--- src/rtl/id_ex_pipe_reg.sv ---
// rtl/id_ex_pipe_reg.sv - decode-to-execute pipeline register with skid buffer, flush and stall/flush counters
module id_ex_pipe_reg #(
    parameter int M  = 32,
    parameter int N  = 5,
    parameter int C  = 8,
    parameter int CW = 16
) (
    input  logic          CLK,
    input  logic          CLR,
    input  logic          FLUSH,
    input  logic          in_valid,
    output logic          in_ready,
    input  logic [M-1:0]  rd1,
    input  logic [M-1:0]  rd2,
    input  logic [M-1:0]  SimmD,
    input  logic [M-1:0]  pcd,
    input  logic [N-1:0]  rsd,
    input  logic [N-1:0]  rtd,
    input  logic [N-1:0]  rdd,
    input  logic [N-1:0]  shd,
    input  logic [C-1:0]  ctrld,
    output logic          out_valid,
    input  logic          out_ready,
    output logic [M-1:0]  re1,
    output logic [M-1:0]  re2,
    output logic [M-1:0]  SimmE,
    output logic [M-1:0]  pce,
    output logic [N-1:0]  rse,
    output logic [N-1:0]  rte,
    output logic [N-1:0]  rde,
    output logic [N-1:0]  she,
    output logic [C-1:0]  ctrle,
    output logic [CW-1:0] stall_cnt,
    output logic [CW-1:0] flush_cnt
);
    localparam int P = 4*M + 4*N + C;
    localparam logic [CW-1:0] CMAX = '1;
    localparam logic [CW-1:0] ONE  = {{(CW-1){1'b0}}, 1'b1};

    logic          r_main_valid;
    logic          r_skid_valid;
    logic [P-1:0]  r_main;
    logic [P-1:0]  r_skid;
    logic [CW-1:0] r_stall;
    logic [CW-1:0] r_flush;

    logic [P-1:0]  w_in;
    logic          w_acc;
    logic          w_drn;
    logic          w_stall;

    assign w_in    = {rd1, rd2, SimmD, pcd, rsd, rtd, rdd, shd, ctrld};
    // in_ready is the inverted skid flag, so there is no path from out_ready
    assign w_acc   = in_valid & ~r_skid_valid;
    assign w_drn   = r_main_valid & out_ready;
    assign w_stall = r_main_valid & ~out_ready;

    always_ff @(posedge CLK) begin
        if (CLR) begin
            r_main_valid <= 1'b0;
            r_skid_valid <= 1'b0;
            r_main       <= '0;
            r_skid       <= '0;
            r_stall      <= '0;
            r_flush      <= '0;
        end else begin
            if (w_stall && r_stall != CMAX)
                r_stall <= r_stall + ONE;

            if (FLUSH) begin
                r_main_valid <= 1'b0;
                r_skid_valid <= 1'b0;
                r_main       <= '0;
                r_skid       <= '0;
                if ((r_main_valid | r_skid_valid) && r_flush != CMAX)
                    r_flush <= r_flush + ONE;
            end else if (!r_main_valid || w_drn) begin
                if (r_skid_valid) begin
                    r_main       <= r_skid;
                    r_main_valid <= 1'b1;
                    r_skid       <= '0;
                    r_skid_valid <= 1'b0;
                end else if (w_acc) begin
                    r_main       <= w_in;
                    r_main_valid <= 1'b1;
                end else begin
                    // bubble: zeroed payload keeps rde/ctrle harmless downstream
                    r_main       <= '0;
                    r_main_valid <= 1'b0;
                end
            end else if (w_acc) begin
                r_skid       <= w_in;
                r_skid_valid <= 1'b1;
            end
        end
    end

    assign in_ready  = ~r_skid_valid;
    assign out_valid = r_main_valid;
    assign {re1, re2, SimmE, pce, rse, rte, rde, she, ctrle} = r_main;
    assign stall_cnt = r_stall;
    assign flush_cnt = r_flush;

endmodule
--- config.mk ---
export PLATFORM = sky130hd
export DESIGN_NAME = id_ex_pipe_reg
export DESIGN_NICKNAME = d
export VERILOG_FILES = /design/src/rtl/id_ex_pipe_reg.sv
export SDC_FILE = /design/constraint.sdc
export NUM_CORES = 1
export LEC_CHECK = 0
export BUFFER_PORTS_ARGS = -buffer_cell sky130_fd_sc_hd__buf_2
export CAP_MARGIN = 20
export CORE_MARGIN = 4
export CORE_UTILIZATION = 52
export CTS_CLUSTER_DIAMETER = 30
export DETAILED_ROUTE_END_ITERATION = 10
export GPL_TIMING_DRIVEN = 0
export PLACE_DENSITY_LB_ADDON = 0.25
export SYNTH_ARGS = -nofsm -noshare
export SYNTH_HDL_FRONTEND = slang
export SYNTH_SLANG_ARGS = --single-unit
--- constraint.sdc ---
create_clock -name CLK -period 2.06 [get_ports CLK]
set_clock_uncertainty 0.1 [all_clocks]
set_input_delay 0.412 -clock CLK [delete_from_list [all_inputs] [get_ports CLK]]
set_output_delay 0.412 -clock CLK [all_outputs]
set_load 0.01 [all_outputs]
==> insert_results.sql, run 1 <==
INSERT INTO impl_metrics (metric_group, metric, value, unit) VALUES
('timing', 'pnr_worst_setup_slack', '0.0763', 'ns'),
('global_route', 'wire_length_of_the_first_global_routing_pass', '68100', 'um'),
('worst_setup_path', 'criticalPathCategory', 'reg2reg', ''),
('global_route', 'grt_remaining_overflow', '0', ''),
('global_route', 'antenna_violations_before_repair', '10', ''),
('logic_synthesis', 'syn_area_per_cell', '9.71', 'um2'),
('worst_setup_path', 'endpoint_kind', 'flop', ''),
('floorplan', 'dieHeight', '165', 'um'),
('route', 'route.detailed.drc', '0', ''),
('floorplan', 'die-area', '27100', 'um2'),
('worst_setup_path', 'reg2reg_slack', '0.08', 'ns'),
('power_and_ir_drop', 'cellPowerDensity', '1090', 'nW/um2'),
('timing', 'timing.final.max_slew_violations', '0', ''),
('clock_network', 'worst_setup_hold_path_clk_slew', '0.05', 'ns'),
('logic_synthesis', 'mappedNetlistArea', '12800', 'um2'),
('floorplan', 'core_area', '24200', 'um2'),
('clock_network', 'clock_tree.buffer_depth', '3', ''),
('worst_hold_path', 'worst_hold_path_type', 'in2reg', ''),
('power_and_ir_drop', 'cellLeakagePower', '0.00791', 'uW'),
('worst_hold_path', 'worstHoldStart', 'rdd[3]', ''),
('clock_network', 'cts-htree-levels', '3', ''),
('route', 'drtPass1Iterations', '6', ''),
('logic_synthesis', 'yosysSeqAreaShare', '54.3', '%'),
('cells_and_area', 'finish.utilization', '74.4', '%'),
('worst_hold_path', 'timing.hold.worst_endpoint', 'r_skid[16]', ''),
('timing', 'slew_headroom', '59.4', '%'),
('route', 'avgRoutedWirePerCell', '20.2', 'um'),
('route', 'drt_wl_total', '44000', 'um'),
('logic_synthesis', 'synthArstFlopShare', '0', '%'),
('placed_design', 'post-place-ws', '-0.833', 'ns'),
('logic_synthesis', 'dominantRegCellSynth', 'sky130_fd_sc_hd__dfxtp_1', ''),
('clock_network', 'cts.sink_count', '346', ''),
('outcome', 'result_of_the_run', 'finished clean', ''),
('timing', 'timing.final.crit_share', '96.3', '%'),
('route', 'initialDrtViolationCount', '1172', ''),
('timing', 'finalHoldViolCount', '0', ''),
('power_and_ir_drop', 'peakVddDrop', '720', 'uV'),
('worst_hold_path', 'hold_depth', '2', ''),
('global_route', 'grt_max_degree', '11', ''),
('floorplan', 'floorplan.rows', '57', ''),
('timing', 'timing.fmax', '504', 'MHz'),
('global_route', 'gr-usage-all-layers', '31.3', '%'),
('power_and_ir_drop', 'power.clock.fraction', '59.0', '%'),
('cells_and_area', 'finished_layout_cells', '2171', ''),
('cells_and_area', 'design.final.nets', '1951', ''),
('logic_synthesis', 'yosys_warnings', '0', ''),
('timing', 'setup_viol', '0', ''),
('logic_synthesis', 'synth.largest_area_cell', 'sky130_fd_sc_hd__dfxtp_1', ''),
('worst_setup_path', 'reg2regPathDepth', '6', ''),
('logic_synthesis', 'yosys.cell_types.count', '45', ''),
('worst_setup_path', 'setup.worst_path.start_class', 'flop', ''),
('worst_setup_path', 'critical_path.max_fanout', '10', ''),
('route', 'vias', '13000', ''),
('cells_and_area', 'layout-area-overhead-vs-synth', '41.3', '%'),
('worst_setup_path', 'worst_reg2reg_path_endpoint', 'r_main[52]', ''),
('logic_synthesis', 'synth.ff_latch_count', '346', ''),
('power_and_ir_drop', 'power_report.internal_total', '15200', 'uW'),
('timing', 'rsz0062_at_grt', 'yes', ''),
('route', 'drtAntennaViolNets', '0', ''),
('placed_design', 'weighted_congestion_at_the_end_of_routability_driven_global_placement', '0.833', ''),
('timing', 'total_negative_setup_slacks', '0', 'ns'),
('clock_network', 'cts_tree', 'built', ''),
('worst_setup_path', 'critical_path_required', '2.41', 'ns'),
('timing', 'final.min_clock_period', '1.98', 'ns'),
('clock_network', 'clk-insertion-delay-late', '0.54', 'ns'),
('power_and_ir_drop', 'total_switching_power', '4460', 'uW'),
('logic_synthesis', 'synth.top_cell.area_share', '54.3', '%'),
('placed_design', 'dpl.hpwl', '28600', 'um'),
('placed_design', 'port-buffer-count', '350', ''),
('worst_setup_path', 'cp.arrival', '2.33', 'ns'),
('logic_synthesis', 'synth_area_leaders', 'sky130_fd_sc_hd__dfxtp_1 54%, sky130_fd_sc_hd__a221oi_1 11%, sky130_fd_sc_hd__a22o_1 7.4%, sky130_fd_sc_hd__nor2_1 6.4%, sky130_fd_sc_hd__nor3_1 6.2%', '');
[sequential cells by signal (all words and copies together) (netlist names)]
register      flops
stall_cnt        16
r_main          156
r_skid_valid      1
r_skid          156
flush_cnt        16
out_valid         1
[per-stage QoR]
step,total power [uW],hold slack [ns]
after floorplan,7550,0.342
after global placement,8040,0.356
after detailed placement,8050,0.354
after CTS,19700,0.000121
after global routing,20200,0.00208
final,19600,0.0148
[what timing repair did]
| item | in CTS | in global routing |
|---|---|---|
| pin swaps | 1 | 2 |
| gates resized for setup | 48 | 60 |
| hold buffers | 50 | 0 |
| endpoints found under the setup margin | 285 | 226 |
| buffers inserted | 2 | 2 |
| hold endpoints to repair | 50 | 0 |
[kinds of logic (layout without fill, tap and decap cells)]
logic type / Yosys count / after routing / share of synthesized area, %
muxes: 8 / 8 / 0.686
buffers and inverters: 141 / 667 / 4.46
adders and majority gates: 2 / 2 / 0.196
DFF: 346 / 346 / 54.3
xor gates and xnor gates: 2 / 2 / 0.137
other: 0 / 7 / 0
AOI/OAI and AO/OA: 364 / 364 / 23.7
and+or+nand+nor: 451 / 451 / 16.6
[synth_stat cells (8+ instances only)]
cell type,number
sky130_fd_sc_hd__nor2b_1,10
sky130_fd_sc_hd__a22oi_1,48
sky130_fd_sc_hd__buf_2,23
sky130_fd_sc_hd__dfxtp_1,346
sky130_fd_sc_hd__a221oi_1,156
sky130_fd_sc_hd__nor3_1,159
sky130_fd_sc_hd__nand2_1,10
sky130_fd_sc_hd__nor2_1,216
sky130_fd_sc_hd__or4_1,12
sky130_fd_sc_hd__a21oi_1,21
sky130_fd_sc_hd__o31ai_1,11
sky130_fd_sc_hd__or3_1,8
sky130_fd_sc_hd__nand3_1,9
sky130_fd_sc_hd__a22o_1,108
sky130_fd_sc_hd__clkbuf_1,103
[power groups by stage]
stage | Sequential, uW | Clock [uW] | Combinational [uW]
global placement | 7030 | 0 | 1010
finish | 6910 | 11600 | 1140
global route | 6910 | 12000 | 1230
CTS | 6900 | 11700 | 1120
detailed placement | 7030 | 0 | 1020
floorplan | 7070 | 0 | 475
[layout make-up]
type	count	area, um2
Antenna cell	7	17.5
Buffer	134	664
Clock buffer	86	1910
Clock inverter	37	513
Fill cell	1751	6210
Inverter	6	22.5
Multi-Input combinational cell	827	5290
Sequential cell	346	6930
Tap cell	324	405
Timing Repair Buffer	404	2280
[worst max path at each step]
| stage | start | to | slack (ns) | depth (start not counted) |
|---|---|---|---|---|
| final | r_skid_valid | r_main[52] | 0.08 | 6 |
| after global routing | r_skid_valid | in_ready | -0.0004 | 4 |
| after CTS | out_valid | r_main[71] | 0.006 | 6 |
| after detailed placement | out_ready | r_main[88] | -0.83 | 7 |
| after global placement | out_ready | r_main[81] | -0.76 | 7 |
| after floorplan | flush_cnt[0] | flush_cnt[12] | 0.14 | 6 |
[placed cells by master, fill, tap and decap left out, types with 11 or more instances in the layout]
cell                            instances
sky130_fd_sc_hd__nor3_1               159
sky130_fd_sc_hd__clkbuf_16             71
sky130_fd_sc_hd__a221oi_1             156
sky130_fd_sc_hd__a22oi_1               48
sky130_fd_sc_hd__o31ai_1               11
sky130_fd_sc_hd__dlygate4sd3_1         50
sky130_fd_sc_hd__a21oi_1               21
sky130_fd_sc_hd__dfxtp_1              340
sky130_fd_sc_hd__a22o_1               108
sky130_fd_sc_hd__or4_1                 12
sky130_fd_sc_hd__clkbuf_2              45
sky130_fd_sc_hd__nor2_1               216
sky130_fd_sc_hd__clkbuf_1              60
sky130_fd_sc_hd__buf_2                368
[layer usage]
metal  GRT usage (%)  share of wire (%)  vias up
met3            8.24                9.1      144
met2            49.7                 47      650
met4            15.7                4.2        8
li1                -                  -     5989
met1            39.7                 40     6232
met5               0               0.13        -
[worst max-delay path, cell delays in order (launching register included)]
cell and delay, ns:
sky130_fd_sc_hd__dfxtp_2 0.33, sky130_fd_sc_hd__buf_6 0.14, sky130_fd_sc_hd__nor2b_1 0.17, sky130_fd_sc_hd__clkbuf_2 0.40
sky130_fd_sc_hd__clkbuf_1 0.40, sky130_fd_sc_hd__a221oi_1 0.17, sky130_fd_sc_hd__nor3_1 0.18
No activity file was read; power rests on OpenSTA's default activity.
==> inputs of run 2 (changes only) <==
--- a/config.mk
+++ b/config.mk
@@ -12,7 +12,8 @@
 export CTS_CLUSTER_DIAMETER = 30
 export DETAILED_ROUTE_END_ITERATION = 10
 export GPL_TIMING_DRIVEN = 0
-export PLACE_DENSITY_LB_ADDON = 0.25
+export PLACE_DENSITY = 0.84
+export SLEW_MARGIN = 20
 export SYNTH_ARGS = -nofsm -noshare
 export SYNTH_HDL_FRONTEND = slang
 export SYNTH_SLANG_ARGS = --single-unit
==> constraint.sdc (replaced) <==
create_clock -name CLK -period 2.06 [get_ports CLK]
set_clock_uncertainty 0.1 [all_clocks]
set_input_delay 0.206 -clock CLK [delete_from_list [all_inputs] [get_ports CLK]]
set_output_delay 0.206 -clock CLK [all_outputs]
set_load 0.01 [all_outputs]
==> insert_results.sql, run 2 (synthesized netlist as in run 1, its figures left out) <==
INSERT INTO impl_metrics (metric_group, metric, value, unit) VALUES
('clock_network', 'cts_tree', 'built', ''),
('timing', 'slew_headroom', '53.1', '%'),
('route', 'initialDrtViolationCount', '1713', ''),
('route', 'drt_wl_total', '52100', 'um'),
('worst_setup_path', 'timing.critical_path.from', 'out_valid', ''),
('worst_setup_path', 'critical_path.max_fanout', '10', ''),
('route', 'drtPass1Iterations', '6', ''),
('timing', 'timing.final.crit_share', '102', '%'),
('power_and_ir_drop', 'p_total', '19200', 'uW'),
('worst_setup_path', 'reg2regPathDepth', '6', ''),
('worst_hold_path', 'hold_depth', '4', ''),
('cells_and_area', 'finish.instance_area', '19000', 'um2'),
('timing', 'final.min_clock_period', '2.11', 'ns'),
('global_route', 'wire_length_of_the_first_global_routing_pass', '78800', 'um'),
('timing', 'rsz0062_at_grt', 'yes', ''),
('global_route', 'first_global_vias', '14500', ''),
('timing', 'worst_slew_pin_slew', '0.703', 'ns'),
('clock_network', 'clk-insertion-delay-late', '0.57', 'ns'),
('floorplan', 'top_level_ports', '351', ''),
('clock_network', 'clock_tree.buffer_depth', '3', ''),
('power_and_ir_drop', 'cellLeakagePower', '0.00831', 'uW'),
('worst_setup_path', 'critical_path_required', '2.38', 'ns'),
('worst_setup_path', 'setup.worst_path.start_class', 'flop', ''),
('floorplan', 'core_area', '24200', 'um2'),
('timing', 'finalHoldViolCount', '0', ''),
('worst_setup_path', 'reg2reg_slack', '-0.05', 'ns'),
('route', 'route.detailed.drc', '0', ''),
('placed_design', 'weighted_congestion_at_the_end_of_routability_driven_global_placement', '0.882', ''),
('placed_design', 'dpl.hpwl', '29300', 'um'),
('worst_setup_path', 'cp.arrival', '2.43', 'ns'),
('cells_and_area', 'mostFrequentLayoutCell', 'sky130_fd_sc_hd__buf_2', ''),
('power_and_ir_drop', 'cellPowerDensity', '1010', 'nW/um2'),
('cells_and_area', 'fillerInstances', '1340', ''),
('cells_and_area', 'layout-area-overhead-vs-synth', '49.1', '%'),
('floorplan', 'floorplan.rows', '57', ''),
('placed_design', 'port-buffer-count', '350', ''),
('global_route', 'gr-usage-all-layers', '36.3', '%'),
('route', 'vias', '14600', ''),
('outcome', 'violations_in_the_final_reports', 'negative setup slack', ''),
('route', 'drtAntennaViolNets', '0', ''),
('timing', 'timing.hold.ws', '0.0225', 'ns'),
('worst_setup_path', 'criticalPathCategory', 'reg2reg', ''),
('clock_network', 'number_of_buffers_inserted_during_clock_tree_synthesis', '67', ''),
('floorplan', 'die_width', '165', 'um'),
('route', 'avgRoutedWirePerCell', '22.9', 'um'),
('global_route', 'grt_remaining_overflow', '0', ''),
('timing', 'pnr_worst_setup_slack', '-0.0475', 'ns'),
('outcome', 'result_of_the_run', 'finished, violations left', ''),
('global_route', 'antenna_violations_before_repair', '3', ''),
('clock_network', 'cts_root_buffer', 'sky130_fd_sc_hd__clkbuf_16', ''),
('job', 'maxCapViolations', '0', ''),
('route', 'avgViaCountPerCell', '6.42', ''),
('floorplan', 'start_util', '52.6', '%'),
('floorplan', 'dieHeight', '165', 'um'),
('cells_and_area', 'reg.largest.list', 'r_main x156, r_skid x156', ''),
('floorplan', 'die-area', '27100', 'um2'),
('cells_and_area', 'final_cell_mix', '364 x sky130_fd_sc_hd__buf_2, 340 x sky130_fd_sc_hd__dfxtp_1, 216 x sky130_fd_sc_hd__nor2_1', ''),
('timing', 'timing.fmax', '474', 'MHz'),
('global_route', 'grt_max_degree', '12', ''),
('clock_network', 'cts.sink_count', '346', ''),
('worst_hold_path', 'worstHoldStart', 'FLUSH', ''),
('placed_design', 'post_dp_cell_area', '14900', 'um2'),
('clock_network', 'worst_setup_hold_path_clk_slew', '0.05', 'ns'),
('worst_setup_path', 'endpoint_kind', 'flop', ''),
('timing', 'setup_viol', '2', ''),
('worst_setup_path', 'critical_register_to_register_path_startpoint', 'out_valid', ''),
('cells_and_area', 'finish.utilization', '78.5', '%'),
('worst_hold_path', 'timing.hold.worst_endpoint', 'flush_cnt[4]', ''),
('power_and_ir_drop', 'peakVddDrop', '733', 'uV'),
('timing', 'timing.final.max_slew_violations', '0', ''),
('cells_and_area', 'design.final.nets', '2059', ''),
('clock_network', 'cts-htree-levels', '3', ''),
('worst_setup_path', 'worst_reg2reg_path_endpoint', 'r_main[60]', ''),
('cells_and_area', 'final_layout_size_suffix_gt1_share', '29.5', '%'),
('worst_hold_path', 'worst_hold_path_type', 'in2reg', '');
## run 2: cell types whose count changed in the layout (fill, tap and decap cells not counted), moves of 5 or more
cell                            delta
sky130_fd_sc_hd__clkinv_4          +5
sky130_fd_sc_hd__clkbuf_4          +6
sky130_fd_sc_hd__clkinvlp_4        +5
sky130_fd_sc_hd__dlygate4sd3_1   +108
## run 2: critical path: stages, from the launching register on
cell and delay (ns):
sky130_fd_sc_hd__dfxtp_2 0.36, sky130_fd_sc_hd__nand2b_1 0.23, sky130_fd_sc_hd__buf_4 0.28, sky130_fd_sc_hd__clkbuf_4 0.30, sky130_fd_sc_hd__clkbuf_2 0.29, sky130_fd_sc_hd__nor2_1 0.08, sky130_fd_sc_hd__nor3_1 0.32
## run 2: where the power goes
part	internal (uW)	switching, uW
clock network	7090	3850
logic	624	766
registers	6830	81.3
total	14500	4700
## run 2: what timing repair did
| item | in CTS | in global routing |
|---|---|---|
| setup buffers | 5 | 1 |
| pin swaps | 1 | 1 |
| hold buffers | 158 | 0 |
| endpoints found under the setup margin | 275 | 250 |
| gates resized for setup | 55 | 69 |
| hold endpoints to repair | 315 | 0 |
## run 2: area by class of cell
class	instances	area, um2	area share (%)
Inverter	6	22.5	0.118
Clock inverter	44	470	2.47
Sequential cell	346	6930	36.4
Buffer	134	679	3.57
Tap cell	324	405	2.13
Timing Repair Buffer	514	3390	17.8
Multi-Input combinational cell	827	5310	27.9
Clock buffer	79	1800	9.48
Antenna cell	3	7.51	0.0395
## run 2: how the worst max path moves through the flow
stage,slack (ns),end
floorplan,0.14,flush_cnt[12]
global placement,-0.65,r_main[83]
detailed placement,-0.70,r_main[11]
CTS,0.006,r_main[11]
global route,-0.09,stall_cnt[13]
finish,-0.05,r_main[60]
## run 2: metrics by stage
stage,cells,worst slack (ns),TNS (ns)
after global routing,2277,-0.0906,-0.358
after detailed placement,1988,-0.695,-96.04
final,2277,-0.0475,-0.0661
after CTS,2274,0.00580,0
after floorplan,1314,0.139,0
after global placement,1988,-0.652,-89.85
## run 2: per-layer routing
layer | GRT usage, % | up-vias | part of all wire, %
met4 | 22.3 | 0 | 6.6
met2 | 59.5 | 1210 | 47
li1 | - | 6197 | -
met1 | 41.9 | 6919 | 35
met3 | 10.4 | 299 | 11
met5 | 0 | - | 0
==> inputs of run 3 (changes only) <==
--- a/config.mk
+++ b/config.mk
@@ -12,6 +12,7 @@
 export CTS_CLUSTER_DIAMETER = 30
 export DETAILED_ROUTE_END_ITERATION = 10
 export GPL_TIMING_DRIVEN = 0
+export HOLD_SLACK_MARGIN = 0.1
 export PLACE_DENSITY = 0.84
 export SLEW_MARGIN = 20
 export SYNTH_ARGS = -nofsm -noshare
==> insert_results.sql, run 3 (synthesized netlist as in run 1, its figures left out) <==
INSERT INTO impl_metrics (metric_group, metric, value, unit) VALUES
('outcome', 'result_of_the_run', 'finished, violations left', ''),
('outcome', 'violations_in_the_final_reports', 'negative setup slack', ''),
('timing', 'rsz0062_at_grt', 'yes', ''),
('cells_and_area', 'reg.largest.list', 'r_main x156, r_skid x156', ''),
('worst_setup_path', 'reg2regPathDepth', '6', ''),
('worst_setup_path', 'setup.worst_path.start_class', 'flop', ''),
('worst_hold_path', 'worst_hold_path_type', 'in2reg', ''),
('timing', 'pnr_worst_setup_slack', '-0.00828', 'ns'),
('route', 'route.detailed.drc', '0', ''),
('clock_network', 'cts_tree', 'built', ''),
('power_and_ir_drop', 'cellLeakagePower', '0.00832', 'uW'),
('route', 'drtAntennaViolNets', '0', ''),
('clock_network', 'clk-insertion-delay-late', '0.56', 'ns'),
('worst_setup_path', 'endpoint_kind', 'flop', ''),
('worst_setup_path', 'critical_path_required', '2.38', 'ns'),
('timing', 'final.min_clock_period', '2.07', 'ns'),
('route', 'avgViaCountPerCell', '6.39', ''),
('worst_hold_path', 'hold_depth', '4', ''),
('placed_design', 'dp_cells', '1988', ''),
('timing', 'timing.fmax', '483', 'MHz'),
('worst_setup_path', 'timing.critical_path.slowest_cell_delay', '0.34', 'ns'),
('floorplan', 'die-area', '27100', 'um2'),
('floorplan', 'floorplan.rows', '57', ''),
('worst_setup_path', 'cp.arrival', '2.39', 'ns'),
('worst_hold_path', 'worstHoldStart', 'CLR', ''),
('timing', 'timing.final.max_slew_violations', '0', ''),
('worst_setup_path', 'critical_path.max_fanout', '10', ''),
('cells_and_area', 'regArea', '6930', 'um2'),
('power_and_ir_drop', 'peakVddDrop', '735', 'uV'),
('floorplan', 'dieHeight', '165', 'um'),
('worst_setup_path', 'critical-path-slowest-cell', 'sky130_fd_sc_hd__dfxtp_2', ''),
('placed_design', 'dpl.hpwl', '29300', 'um'),
('clock_network', 'number_of_buffers_inserted_during_clock_tree_synthesis', '67', ''),
('clock_network', 'cts.sink_count', '346', ''),
('worst_setup_path', 'critical_register_to_register_path_startpoint', 'r_skid_valid', ''),
('cells_and_area', 'final_cell_mix', '363 x sky130_fd_sc_hd__buf_2, 340 x sky130_fd_sc_hd__dfxtp_1, 216 x sky130_fd_sc_hd__nor2_1', ''),
('timing', 'slew_headroom', '53.9', '%'),
('job', 'maxCapViolations', '0', ''),
('clock_network', 'clock_tree.buffer_depth', '3', ''),
('worst_setup_path', 'criticalPathCategory', 'reg2reg', ''),
('global_route', 'gr-usage-all-layers', '36.2', '%'),
('cells_and_area', 'finished_layout_cells', '2279', ''),
('worst_setup_path', 'path_delay_family', 'buffers and inverters', ''),
('route', 'drt_wl_total', '51600', 'um'),
('global_route', 'grt_max_degree', '12', ''),
('worst_setup_path', 'worstPathCellList', 'buf_6, nor2b_1, clkbuf_4, clkbuf_2, a221oi_1, nor3_1', ''),
('cells_and_area', 'final_layout_size_suffix_gt1_share', '29.5', '%'),
('cells_and_area', 'layout-area-overhead-vs-synth', '49.2', '%'),
('cells_and_area', 'multi_input_comb_area', '5300', 'um2'),
('floorplan', 'start_util', '52.6', '%'),
('cells_and_area', 'mostFrequentLayoutCell', 'sky130_fd_sc_hd__buf_2', ''),
('route', 'drtPass1Iterations', '6', ''),
('route', 'vias', '14600', ''),
('placed_design', 'weighted_congestion_at_the_end_of_routability_driven_global_placement', '0.882', ''),
('worst_setup_path', 'reg2reg_slack', '-0.008', 'ns'),
('worst_setup_path', 'cp_num_buf_inv', '3', ''),
('floorplan', 'top_level_ports', '351', ''),
('route', 'initialDrtViolationCount', '1782', ''),
('clock_network', 'cts_root_buffer', 'sky130_fd_sc_hd__clkbuf_16', ''),
('floorplan', 'core_area', '24200', 'um2'),
('floorplan', 'die_width', '165', 'um'),
('power_and_ir_drop', 'p_total', '19200', 'uW'),
('timing', 'timing.final.crit_share', '100', '%'),
('timing', 'finalHoldViolCount', '0', ''),
('global_route', 'grt_remaining_overflow', '0', ''),
('worst_setup_path', 'worst_reg2reg_path_endpoint', 'r_main[108]', ''),
('worst_hold_path', 'timing.hold.worst_endpoint', 'flush_cnt[7]', ''),
('route', 'avgRoutedWirePerCell', '22.6', 'um'),
('placed_design', 'port-buffer-count', '350', ''),
('timing', 'setup_viol', '2', ''),
('cells_and_area', 'fillerInstances', '1338', ''),
('cells_and_area', 'design.final.nets', '2060', ''),
('global_route', 'wire_length_of_the_first_global_routing_pass', '78600', 'um'),
('global_route', 'first_global_vias', '14500', ''),
('clock_network', 'worst_setup_hold_path_clk_slew', '0.05', 'ns'),
('power_and_ir_drop', 'cellPowerDensity', '1010', 'nW/um2'),
('clock_network', 'cts-htree-levels', '3', ''),
('global_route', 'antenna_violations_before_repair', '4', ''),
('timing', 'worst_slew_pin_slew', '0.691', 'ns');
==> run 3: what timing repair did <==
item / CTS / global route
setup endpoints to repair: 275 / 252
gates cloned: 0 / 0
pin swaps: 1 / 1
resized for setup: 55 / 76
hold buffers: 159 / 0
buffers inserted: 5 / 1
hold endpoints to repair: 323 / 0
==> run 3: worst max-delay path by stage <==
stage,start,end,slack [ns],depth (start not counted)
finish,r_skid_valid,r_main[108],-0.008,6
global route,stall_cnt[2],stall_cnt[13],-0.09,4
CTS,out_valid,r_main[11],0.006,6
detailed placement,out_valid,r_main[11],-0.70,6
global placement,out_valid,r_main[83],-0.65,6
floorplan,flush_cnt[0],flush_cnt[12],0.14,6
==> run 3: area by class of cell <==
type	count	share of cell area (%)
sequential	346	36.4
clock buffer	79	9.48
tap	324	2.13
timing repair buffer	515	17.9
clock inverter	44	2.47
buffer	134	3.64
multi-input combinational	827	27.8
inverter	6	0.118
antenna	4	0.0526
==> run 3: power by group <==
group | leakage (uW) | total (uW) | internal [uW] | switching (uW)
Clock | 0.00110 | 10900 | 7090 | 3830
Sequential | 0.00280 | 6910 | 6830 | 81.4
Combinational | 0.00442 | 1390 | 627 | 765
==> run 3: routing by layer <==
metal | wire [um] | global-route usage [%] | up-vias
li1 | - | - | 6201
met1 | 18100 | 41.6 | 6893
met2 | 24500 | 59.6 | 1183
met3 | 5690 | 10.3 | 288
met4 | 3350 | 22.4 | 0
met5 | 0 | 0 | -
==> run 3: worst min-delay path, stage by stage <==
cell,delay (ns)
sky130_fd_sc_hd__buf_2,0.12
sky130_fd_sc_hd__clkbuf_1,0.20
sky130_fd_sc_hd__nor2_1,0.12
sky130_fd_sc_hd__mux2_1,0.13
==> run 3: metrics by stage <==
stage	setup TNS [ns]	setup WS [ns]	hold slack, ns	util, %	instance area (um2)
after CTS	0	0.00580	0.118	78.0	18900
after global placement	-89.85	-0.652	0.339	61.5	14900
after detailed placement	-96.04	-0.695	0.345	61.5	14900
after global routing	-0.821	-0.0866	0.199	78.5	19000
after floorplan	0	0.139	0.239	-	12800
final	-0.00990	-0.00828	0.170	78.5	19000
